[config.mk]
export PLATFORM = sky130hd
export DESIGN_NAME = freq_meter
export DESIGN_NICKNAME = d
export VERILOG_FILES = /design/src/rtl/freq_meter_pkg.sv /design/src/rtl/sig_edge_sync.sv /design/src/rtl/freq_meter.sv
export SDC_FILE = /design/constraint.sdc
export NUM_CORES = 1
export LEC_CHECK = 0
export BUFFER_PORTS_ARGS = -buffer_cell sky130_fd_sc_hd__buf_2
export CORE_MARGIN = 2
export CORE_UTILIZATION = 45
export CTS_BUF_LIST = sky130_fd_sc_hd__clkbuf_4 sky130_fd_sc_hd__clkbuf_8
export DETAILED_ROUTE_END_ITERATION = 6
export GPL_TIMING_DRIVEN = 0
export HOLD_SLACK_MARGIN = 0.08
export SYNTH_ARGS = -nofsm -noshare
export SYNTH_HDL_FRONTEND = slang
export SYNTH_SLANG_ARGS = --single-unit
[constraint.sdc]
create_clock -name clk -period 6.3 [get_ports clk]
set_clock_uncertainty 0.1 [all_clocks]
set_input_delay 1.26 -clock clk [delete_from_list [all_inputs] [get_ports clk]]
set_output_delay 1.26 -clock clk [all_outputs]
set_load 0.1 [all_outputs]
[src/rtl/freq_meter_pkg.sv]
// -----------------------------------------------------------------------------
// freq_meter_pkg
// Shared definitions for the frequency / period meter:
//   - period_state_t : period FSM state encoding (IDLE, RUN, TIMEOUT)
//   - CLK_HZ         : board clock rate, default gate window is one second
//   - SYNC_STAGES    : depth of the input synchronizer chain
// -----------------------------------------------------------------------------
package freq_meter_pkg;

    localparam int CLK_HZ      = 100_000_000;
    localparam int SYNC_STAGES = 2;

    typedef enum logic [1:0] {
        IDLE    = 2'd0,
        RUN     = 2'd1,
        TIMEOUT = 2'd2
    } period_state_t;

endpackage

[src/rtl/sig_edge_sync.sv]
// -----------------------------------------------------------------------------
// sig_edge_sync
// Brings the asynchronous measured signal into the clk domain and produces a
// one-cycle pulse for each rising edge. This is the only place in the design
// where clk-domain crossing happens.
// Ports:
//   clk      in   system clock
//   rst      in   asynchronous active-low reset
//   sig_in   in   measured signal, asynchronous to clk
//   sig_edge out  registered one-cycle rising-edge pulse
// -----------------------------------------------------------------------------
module sig_edge_sync
    import freq_meter_pkg::*;
(
    input  logic clk,
    input  logic rst,
    input  logic sig_in,
    output logic sig_edge
);

    logic [SYNC_STAGES:0]   w_chain;
    logic [SYNC_STAGES-1:0] r_sync;
    logic                   r_prev;
    logic                   r_edge;

    assign w_chain[0] = sig_in;

    genvar gi;
    generate
        for (gi = 0; gi < SYNC_STAGES; gi++) begin : g_sync
            always_ff @(posedge clk or negedge rst) begin
                if (!rst) begin
                    r_sync[gi] <= 1'b0;
                end else begin
                    r_sync[gi] <= w_chain[gi];
                end
            end
            assign w_chain[gi+1] = r_sync[gi];
        end
    endgenerate

    // r_prev holds the previous synchronized level; the edge pulse is
    // registered so downstream logic sees a clean single-cycle strobe.
    always_ff @(posedge clk or negedge rst) begin
        if (!rst) begin
            r_prev <= 1'b0;
            r_edge <= 1'b0;
        end else begin
            r_prev <= w_chain[SYNC_STAGES];
            r_edge <= w_chain[SYNC_STAGES] & ~r_prev;
        end
    end

    assign sig_edge = r_edge;

endmodule

[src/rtl/freq_meter.sv]
// -----------------------------------------------------------------------------
// freq_meter
// Measures a slow asynchronous input against clk: the period between
// consecutive rising edges, and the number of rising edges in a fixed gate
// window.
// Ports:
//   clk          in   system clock
//   rst          in   asynchronous active-low reset
//   sig_in       in   measured signal, asynchronous to clk
//   period       out  clk cycles between the last two rising edges
//   period_valid out  one-cycle strobe when period updates
//   freq         out  rising edges in the last complete gate window
//   freq_valid   out  one-cycle strobe when freq updates
//   timeout      out  high while no edge seen for 2^CNT_W-1 cycles
// -----------------------------------------------------------------------------
module freq_meter
    import freq_meter_pkg::*;
#(
    parameter int CNT_W       = 32,
    parameter int GATE_CYCLES = CLK_HZ
) (
    input  logic             clk,
    input  logic             rst,
    input  logic             sig_in,
    output logic [CNT_W-1:0] period,
    output logic             period_valid,
    output logic [CNT_W-1:0] freq,
    output logic             freq_valid,
    output logic             timeout
);

    localparam int               GW       = (GATE_CYCLES > 2) ? $clog2(GATE_CYCLES) : 1;
    localparam logic [GW-1:0]    GATE_END = GW'(GATE_CYCLES - 1);
    localparam logic [CNT_W-1:0] CNT_MAX  = '1;
    localparam logic [CNT_W-1:0] CNT_ONE  = CNT_W'(1);

    logic w_edge;

    sig_edge_sync u_sync (
        .clk      (clk),
        .rst      (rst),
        .sig_in   (sig_in),
        .sig_edge (w_edge)
    );

    // ---------------- period FSM ----------------
    period_state_t    r_state, w_state_next;
    logic [CNT_W-1:0] r_pcnt, w_pcnt_next;
    logic [CNT_W-1:0] r_period, w_period_next;
    logic             r_period_valid, w_period_valid_next;
    logic             r_timeout, w_timeout_next;

    always_ff @(posedge clk or negedge rst) begin
        if (!rst) begin
            r_state        <= IDLE;
            r_pcnt         <= '0;
            r_period       <= '0;
            r_period_valid <= 1'b0;
            r_timeout      <= 1'b0;
        end else begin
            r_state        <= w_state_next;
            r_pcnt         <= w_pcnt_next;
            r_period       <= w_period_next;
            r_period_valid <= w_period_valid_next;
            r_timeout      <= w_timeout_next;
        end
    end

    always_comb begin
        w_state_next        = r_state;
        w_pcnt_next         = r_pcnt;
        w_period_next       = r_period;
        w_period_valid_next = 1'b0;
        w_timeout_next      = r_timeout;
        case (r_state)
            IDLE: begin
                if (w_edge) begin
                    w_pcnt_next  = CNT_ONE;
                    w_state_next = RUN;
                end
            end
            RUN: begin
                if (w_edge) begin
                    w_period_next       = r_pcnt;
                    w_period_valid_next = 1'b1;
                    w_pcnt_next         = CNT_ONE;
                end else if (r_pcnt == CNT_MAX) begin
                    w_state_next   = TIMEOUT;
                    w_timeout_next = 1'b1;
                end else begin
                    w_pcnt_next = r_pcnt + CNT_ONE;
                end
            end
            TIMEOUT: begin
                // Interval length is unknown after a timeout, so the next
                // edge restarts timing without reporting a period.
                if (w_edge) begin
                    w_timeout_next = 1'b0;
                    w_pcnt_next    = CNT_ONE;
                    w_state_next   = RUN;
                end
            end
            default: begin
                w_state_next = IDLE;
            end
        endcase
    end

    // ---------------- gate window counter ----------------
    logic [GW-1:0]    r_gcnt;
    logic [CNT_W-1:0] r_ecnt;
    logic [CNT_W-1:0] r_freq;
    logic             r_freq_valid;
    logic [CNT_W-1:0] w_ecnt_inc;

    // Saturating edge count including the current cycle's edge, so an edge
    // on the terminal cycle lands in the window that is closing.
    assign w_ecnt_inc = (w_edge && (r_ecnt != CNT_MAX)) ? r_ecnt + CNT_ONE : r_ecnt;

    always_ff @(posedge clk or negedge rst) begin
        if (!rst) begin
            r_gcnt       <= '0;
            r_ecnt       <= '0;
            r_freq       <= '0;
            r_freq_valid <= 1'b0;
        end else if (r_gcnt == GATE_END) begin
            r_gcnt       <= '0;
            r_ecnt       <= '0;
            r_freq       <= w_ecnt_inc;
            r_freq_valid <= 1'b1;
        end else begin
            r_gcnt       <= r_gcnt + GW'(1);
            r_ecnt       <= w_ecnt_inc;
            r_freq_valid <= 1'b0;
        end
    end

    assign period       = r_period;
    assign period_valid = r_period_valid;
    assign freq         = r_freq;
    assign freq_valid   = r_freq_valid;
    assign timeout      = r_timeout;

endmodule
# == Word level (Yosys, flattened, before mapping) ==
# Cells that the tools add are included.
# totals
regBits,164
latch_bits,0
ram_bits,0
mem_bits_ro,0
inputBits,3
output_inout_bits,67
word_cells,55
mem_count,0
# classes
addsub,3
n_mul,0
div,0
magnitude_cmp,0
n_eq_ne,10
shift,0
mux,18
bitwise,2
n_reduce_logical,9
# op_table
op,n
$mux W32,5
$add A32 B1 Y32 const B,2
$pmux W32 S2,1
$eq A32 B32 Y1 const B,1
$ne A32 B32 Y1 const B,1
$add A27 B1 Y27 const B,1
$eq A27 B27 Y1 const B,1
$mux W27,1
$mux W1,6
$mux W2,3
$reduce_and A3 Y1,2
$ne A2 B1 Y1 const B,2
$ne A2 B2 Y1 const B,2
$pmux W2 S2,1
$reduce_and A4 Y1,1
$reduce_bool A2 Y1,2
$ne A3 B2 Y1 const B,1
$eq A2 B1 Y1 const B,1
$eq A2 B2 Y1 const B,1
$logic_not A2 Y1,1
$pmux W1 S2,1
$reduce_and A2 Y1,1
$reduce_or A2 Y1,1
$and A1 B1 Y1,1
other kinds (2),2

# == Depth between registers and ports, before layout ==
# Gate-level depths: netlist (run 1).
# depth
ltp_word,4
ltp_mapped,9

# == Modules after synthesis ==
# A second synthesis (run 1) with hierarchy kept.
# unflattened
cells_unflattened,734
hier_area_um2,7478.4
# by_module_without_submodules
module,instances,cells_each,area_each_um2,seq_area_each_um2
freq_meter,1,729,7364.6,4003.8
sig_edge_sync,1,5,113.9,100.1

# == Worst setup path before layout (run 1) ==
# OpenSTA, ideal clock, no wires.
# synth_path
path_kind,reg-to-output
startpoint,"register r_timeout, in the netlist timeout"
endpoint,output port timeout
t_arrival_ns,0.908
required_time_ns,4.940
slack_ns,4.032
path_stages_with_launch,1
n_path_buf,0
path_cell_list,dfrtp_1
# synth_lines
element,line_no,source
"start, declared",freq_meter.sv:51,"logic r_timeout, w_timeout_next;"
"start signal, assigned",freq_meter.sv:65,r_timeout <= w_timeout_next;
"end, declared",freq_meter.sv:29,output logic timeout
# No word-level cell between the ends.

# == Final worst setup path (run 1) ==
# layout_path
startpoint,register r_state[0]
endpoint,register r_pcnt[27]
# layout_between
elab_chain_cells,4
elab_cells_between_ends,9
cone_classes,4 x eq/ne; 1 x mux; 4 x reduce/logical
# layout_lines
element,line_no,source
"start, declared",freq_meter.sv:47,"period_state_t r_state, w_state_next;"
"start signal, assigned",freq_meter.sv:61,r_state <= w_state_next;
$eq A2 B2 Y1 / $logic_not A2 Y1 (equally long branches),freq_meter.sv:75,case (r_state)
$reduce_or A2 Y1 (no source line),--,
$ne A2 B1 Y1 (no source line) / $reduce_bool A2 Y1 (equally long branches),--,
$reduce_and A3 Y1 (no source line),--,
"end signal, assigned",freq_meter.sv:62,r_pcnt <= w_pcnt_next;
"end, declared",freq_meter.sv:48,"logic [CNT_W-1:0] r_pcnt, w_pcnt_next;"
# Several ways; a longest one is shown, not always the timed one.
# A chain may end at the register's enable or synchronous reset.

==> flow_metrics.py, run 1 <==
metrics = {
    "run_status": {
        "status": "finished clean",
    },
    "drt": {
        "drt-vias-per-instance": 5.512,
        "drt-total-wl_um": 16500,
        "drt_iter0_drc": 446,
        "ant_nets": 0,
        "wl_per_cell_um": 15.97,
        "remaining_drc_errors": 0,
        "vias": 5694,
        "firstDrtPassIters": 5,
    },
    "logic_synthesis": {
        "ys_top_cells_by_count": "dfrtp_1 (164), nand2_1 (75), nor2_1 (74)",
        "seq_area_frac_synth": 0.5551,
        "synth-async-reset-ratio": 1.000,
        "ys.flop_type": "dfrtp_1",
        "yosysUniqueCellTypes": 59,
        "yosys_warnings": 0,
        "synth_cells": 715,
        "synth.most_common_cell": "dfrtp_1",
        "netlist.area_leader.share": 0.5551,
        "synth_area_leader_cell": "dfrtp_1",
        "synth_nets": 721,
        "synth.area.top_cells": "dfrtp_1 (56%), mux2_2 (4.9%), o21ai_0 (4.7%), nand2_1 (3.8%), nor2_1 (3.8%)",
        "ys_seq_elements": 164,
        "synth_edf_count": 0,
        "synth.avg_cell_area_um2": 10.34,
        "syn_area_um2": 7393,
    },
    "floorplan": {
        "coreArea_um2": 16000,
        "initial_utilization": 0.4621,
        "num_rows": 46,
        "dieWidth_um": 132.2,
        "die-area_um2": 17470,
        "io_pins": 70,
        "die_h_um": 132.2,
    },
    "layout": {
        "fillers": 1496,
        "layout.nets": 810,
        "final-seq-area_um2": 4104,
        "antenna_cells": 0,
        "area_growth_pct": 14.32,
        "drive_gt1_frac": 0.1958,
        "multi_input_area_um2": 3113,
    },
    "run": {
        "cap_violations": 0,
    },
    "setup_path": {
        "critical_path.max_fanout": 10,
        "rr_endpoint": "r_pcnt[27]",
        "crit_path_top_delay_cell": "nor3_1",
        "end_kind": "flop",
        "max_stage_delay_ps": 840,
        "startpoint": "r_state[0]",
        "start_kind": "flop",
        "path_common_cell": "nand2_1",
        "cp.arrival_ps": 3070,
        "path_class": "flop to flop",
        "r2r-start": "r_state[0]",
        "cp_cell_sequence": "clkbuf_1 > nand2_1 > nor3_1 > buf_2 > nand2_1 > o31ai_1",
        "crit_end": "r_pcnt[27]",
        "reg2reg_slack_ps": 3500,
        "critPathRequiredTime_ps": 6560,
        "reg2regPathDepth": 6,
    },
    "pwr": {
        "leakagePower_nw": 3.991,
        "p_switching_mw": 0.6257,
        "p_clk_frac": 0.355,
        "pwr-share-comb": 0.123,
        "p_sw_frac": 0.2860,
        "pwr-share-seq": 0.522,
        "p_per_area_nw_per_um2": 258.9,
        "p_int_mw": 1.562,
        "ir_drop_mv": 0.2611,
    },
    "global_route": {
        "use_met2": 0.3119,
        "grt_pass1_vias": 5547,
        "met3_usage": 0.04844,
        "busiest_layer": "met2",
        "grt_pass1_wl_um": 27920,
        "antenna_found_initial": 0,
        "grt_max_degree": 98,
        "globalRouteOverflowTotal": 0,
        "grt_usage": 0.1976,
        "grt_use_met1": 0.2728,
    },
    "placed_design": {
        "dp_slack_ps": 3513,
        "dp_hpwl_um": 11520,
        "routabilityCongestion": 0.8229,
        "io_buffers": 69,
    },
    "clock_network": {
        "clkLatencyLatePin_ps": 460,
        "cts_tree": "yes",
        "clk_path_buf_depth": 2,
        "clock-sinks": 164,
        "hold_buffers": 0,
        "path_clk_slew_ps": 80,
        "cts_setup_buffers": 0,
        "cts_root_buffer": "clkbuf_8",
        "cts-resized-gates": 0,
        "cts_max_level": 4,
        "cts_buffers": 17,
    },
    "sta": {
        "totalNegativeSetupSlack_ps": 0,
        "finalWorstSetupSlack_ps": 3498,
        "max-slew-margin-rel": 0.3665,
        "rsz0062_at_grt": "false",
        "hold_viol": 0,
        "fmax_mhz": 356.9,
        "fin_crit_sh": 0.4448,
        "setup_viol_count_final": 0,
        "tightest_slew_ps": 943.0,
        "layout_min_cycle_time_ps": 2802,
        "drv_slew": 0,
    },
    "min_path": {
        "min_path_type": "flop to flop",
    },
}
## cells by family after synthesis
family          share of synthesized area
simple gates                       0.2017
compound gates                    0.09985
mux                               0.05280
flops                              0.5551
fa+ha+maj                        0.005078
buf+inv                           0.02386
xor+xnor                          0.06160
## worst max-delay path: cells and delay by family (launching register included)
kind            cells  cell delay, ps
compound gates      1             220
flops               1             350
buf+inv             2             760
simple gates        3            1270
## metal layers
metal,wire (um),part of all wire,vias up
li1,-,-,2715
met1,7722,0.47,2792
met2,7673,0.47,169
met3,873,0.053,18
met4,225,0.014,0
met5,0,0,-
## power groups by stage
stage	clock network, mW	registers (mW)	logic [mW]
detailed placement	0	1.16	0.270
global placement	0	1.16	0.262
CTS	0.795	1.14	0.272
finish	0.778	1.14	0.268
floorplan	0	1.23	0.110
global route	0.844	1.15	0.291
## cell type report
type / count / area share
Sequential cell: 164 / 0.4856
Multi-Input combinational cell: 509 / 0.3683
Timing Repair Buffer: 70 / 0.04530
Clock buffer: 24 / 0.03612
Tap cell: 216 / 0.03198
Buffer: 34 / 0.01732
Clock inverter: 8 / 0.01184
Inverter: 8 / 0.003553
## registers in the layout, summed over array words and instances (netlist names)
name,count
r_ecnt,32
r_pcnt,32
r_state,2
freq_valid,1
u_sync.r_prev,1
r_gcnt,27
freq,32
period,32
timeout,1
u_sync.r_sync,2
period_valid,1
u_sync.sig_edge,1
## worst min path at each step
stage                     start               end  cells after the start
6_report       u_sync.r_sync[1]     u_sync.r_prev                      0
5_1_grt        u_sync.r_sync[1]     u_sync.r_prev                      0
4_1_cts        u_sync.r_sync[1]     u_sync.r_prev                      0
3_5_place_dp   u_sync.r_sync[1]     u_sync.r_prev                      0
3_3_place_gp   u_sync.r_sync[1]     u_sync.r_prev                      0
2_1_floorplan  u_sync.r_sync[0]  u_sync.r_sync[1]                      0
## cell usage in the layout, fill, tap and decap left out, types with 3 or more instances in the layout
master,n
dfrtp_1,164
nand2_1,75
buf_2,75
nor2_1,74
o21ai_0,69
nand3_1,34
mux2_2,32
xor2_1,29
xnor2_1,23
clkbuf_1,20
nor3_1,20
clkbuf_8,20
nand4_1,19
o21ai_1,17
and3_1,15
a21oi_1,13
a31oi_1,11
nor4_1,8
o31ai_1,7
and4_1,6
inv_1,6
nor4b_1,4
a22oi_1,4
clkbuf_4,4
clkinvlp_4,4
nor2b_1,3
or3_1,3
mux2i_1,3
buf_1,3
nand2b_1,3
and2_1,3
ha_1,3
## through the flow
step / util / cell area (um2) / hold slack, ps / power [mW] / instances
finish: 0.5282 / 8452 / 268.6 / 2.188 / 1033
global route: 0.5282 / 8452 / 292.0 / 2.285 / 1033
CTS: 0.5282 / 8452 / 271.1 / 2.208 / 1033
detailed placement: 0.5029 / 8046 / 253.5 / 1.432 / 1001
global placement: 0.5005 / 8009 / 252.7 / 1.421 / 1000
floorplan: - / 7393 / 231.2 / 1.342 / 715
Power figures use the tool's default switching activity.
==> inputs of run 2 (changes only) <==
clock period = 2.7 ns   (was 6.3 ns; I/O delays follow)
==> flow_metrics.py, run 2 (synthesized netlist as in run 1, its figures left out) <==
metrics = {
    "sta": {
        "fin_crit_sh": 0.9482,
        "setup_viol_count_final": 0,
        "fmax_mhz": 390.6,
        "whs_ps": 268.6,
        "drv_slew": 0,
        "hold_viol": 0,
        "max-slew-margin-rel": 0.3766,
        "layout_min_cycle_time_ps": 2560,
        "tightest_slew_ps": 922.2,
    },
    "layout": {
        "area_growth_pct": 15.25,
        "final_util": 0.5325,
        "multi_input_area_um2": 3139,
        "final-seq-area_um2": 4104,
        "layout.nets": 815,
        "antenna_cells": 0,
        "fillers": 1493,
        "final_cell_mix": "dfrtp_1 (164), nand2_1 (75), buf_2 (75)",
        "drive_gt1_frac": 0.1995,
        "layout_commonest_cell": "dfrtp_1",
    },
    "setup_path": {
        "end_kind": "flop",
        "start_kind": "flop",
        "r2r-start": "r_pcnt[0]",
        "startpoint": "r_pcnt[0]",
        "path_depth": 10,
        "max_stage_delay_ps": 460,
        "cp.arrival_ps": 2810,
        "path_delay_family": "simple AND/OR/NAND/NOR gates",
        "critPathRequiredTime_ps": 2950,
        "crit_path_top_delay_cell": "or4_4",
        "path_common_cell": "buf_4",
        "path_buf_inv": 3,
        "reg2regPathDepth": 10,
        "path_class": "flop to flop",
        "rr_endpoint": "r_pcnt[8]",
        "reg2reg_slack_ps": 140,
        "cp_cell_sequence": "ha_1 > nand3_1 > or4_4 > nor4_4 > buf_4 > or2_1 > buf_4 > buf_4 > o21ai_1 > o41ai_1",
        "crit_end": "r_pcnt[8]",
        "critical_path.max_fanout": 10,
    },
    "pwr": {
        "p_per_area_nw_per_um2": 600.0,
        "leakagePower_nw": 4.034,
        "pwr-share-comb": 0.123,
        "p_sw_frac": 0.2865,
        "p_switching_mw": 1.465,
        "ir_drop_mv": 0.6097,
        "p_int_mw": 3.648,
        "p_clk_frac": 0.356,
        "pwr-share-seq": 0.521,
    },
    "run": {
        "cap_violations": 0,
    },
    "global_route": {
        "grt_pass1_vias": 5562,
        "grt_pass1_wl_um": 27990,
        "globalRouteOverflowTotal": 0,
        "grt_usage": 0.1982,
        "grt_max_degree": 98,
        "antenna_found_initial": 0,
    },
    "min_path": {
        "min_path_type": "flop to flop",
        "holdPathStages": 0,
        "min_from": "u_sync.r_sync[1]",
    },
    "floorplan": {
        "die_h_um": 132.2,
        "coreArea_um2": 16000,
        "initial_utilization": 0.4621,
        "die-area_um2": 17470,
        "dieWidth_um": 132.2,
        "io_pins": 70,
        "num_rows": 46,
    },
    "clock_network": {
        "clk_path_buf_depth": 2,
        "cts_root_buffer": "clkbuf_8",
        "cts_tree": "yes",
        "cts_max_level": 4,
        "cts_buffers": 17,
        "clock-sinks": 164,
        "clkLatencyLatePin_ps": 470,
        "path_clk_slew_ps": 80,
    },
    "run_status": {
        "status": "finished clean",
    },
    "drt": {
        "drt-vias-per-instance": 5.487,
        "drt_iter0_drc": 477,
        "firstDrtPassIters": 6,
        "vias": 5695,
        "wl_per_cell_um": 16.03,
        "drt-total-wl_um": 16630,
        "remaining_drc_errors": 0,
        "ant_nets": 0,
    },
    "placed_design": {
        "routabilityCongestion": 0.8229,
        "dp_hpwl_um": 11520,
        "io_buffers": 69,
    },
}
-- run 2: worst reg2reg max path: cells and delay by family, from the launching register on --
kind            cells  cell delay [ps]
buf+inv             3              550
flops               1              420
simple gates        4              960
compound gates      2              170
fa+ha+maj           1              260
-- run 2: through the flow --
step / area, um2 / worst slack (ps) / total power, mW / cells / setup TNS [ps]
floorplan: 7393 / 551.0 / 3.132 / 715 / 0
global route: 8521 / -6.749 / 5.336 / 1038 / -6.749
finish: 8521 / 139.9 / 5.113 / 1038 / 0
detailed placement: 8046 / -86.97 / 3.342 / 1001 / -133.1
global placement: 8009 / -1417 / 3.315 / 1000 / -230870
CTS: 8477 / 56.29 / 5.156 / 1035 / 0
-- run 2: metal layers --
layer	wire (um)	part of all wire	up-vias	track usage
met1	7838	0.47	2814	0.2721
met5	0	0	-	0
li1	-	-	2716	-
met2	7757	0.47	141	0.3131
met4	269	0.016	0	0.06093
met3	768	0.046	24	0.04844
-- run 2: how the worst min path moves through the flow --
stage | to | slack (ps)
detailed placement | u_sync.r_prev | 250
finish | u_sync.r_prev | 270
global placement | u_sync.r_prev | 250
floorplan | freq[0] | 140
CTS | u_sync.r_prev | 270
global route | u_sync.r_prev | 290
-- run 2: cell type report --
type,instances,share of cell area
well taps,216,0.03172
clock buffers,24,0.03583
inverters,8,0.003524
clock inverters,8,0.01175
multi-input cells,509,0.3684
repair buffers,75,0.04993
plain buffers,34,0.01718
flip-flops and latches,164,0.4816
-- run 2: what timing repair did --
item                       CTS  global route
hold endpoints to repair    68             0
hold buffers                 2             0
setup endpoints to repair    5            57
pin swaps                    0             1
buffers inserted             0             3
resized for setup            1             2
-- run 2: power by group through the flow --
stage               Sequential (mW)  Combinational (mW)  Clock (mW)
floorplan                      2.88               0.256           0
global placement               2.70               0.611           0
detailed placement             2.71               0.630           0
CTS                            2.66               0.637        1.85
global route                   2.68               0.683        1.97
finish                         2.67               0.629        1.82
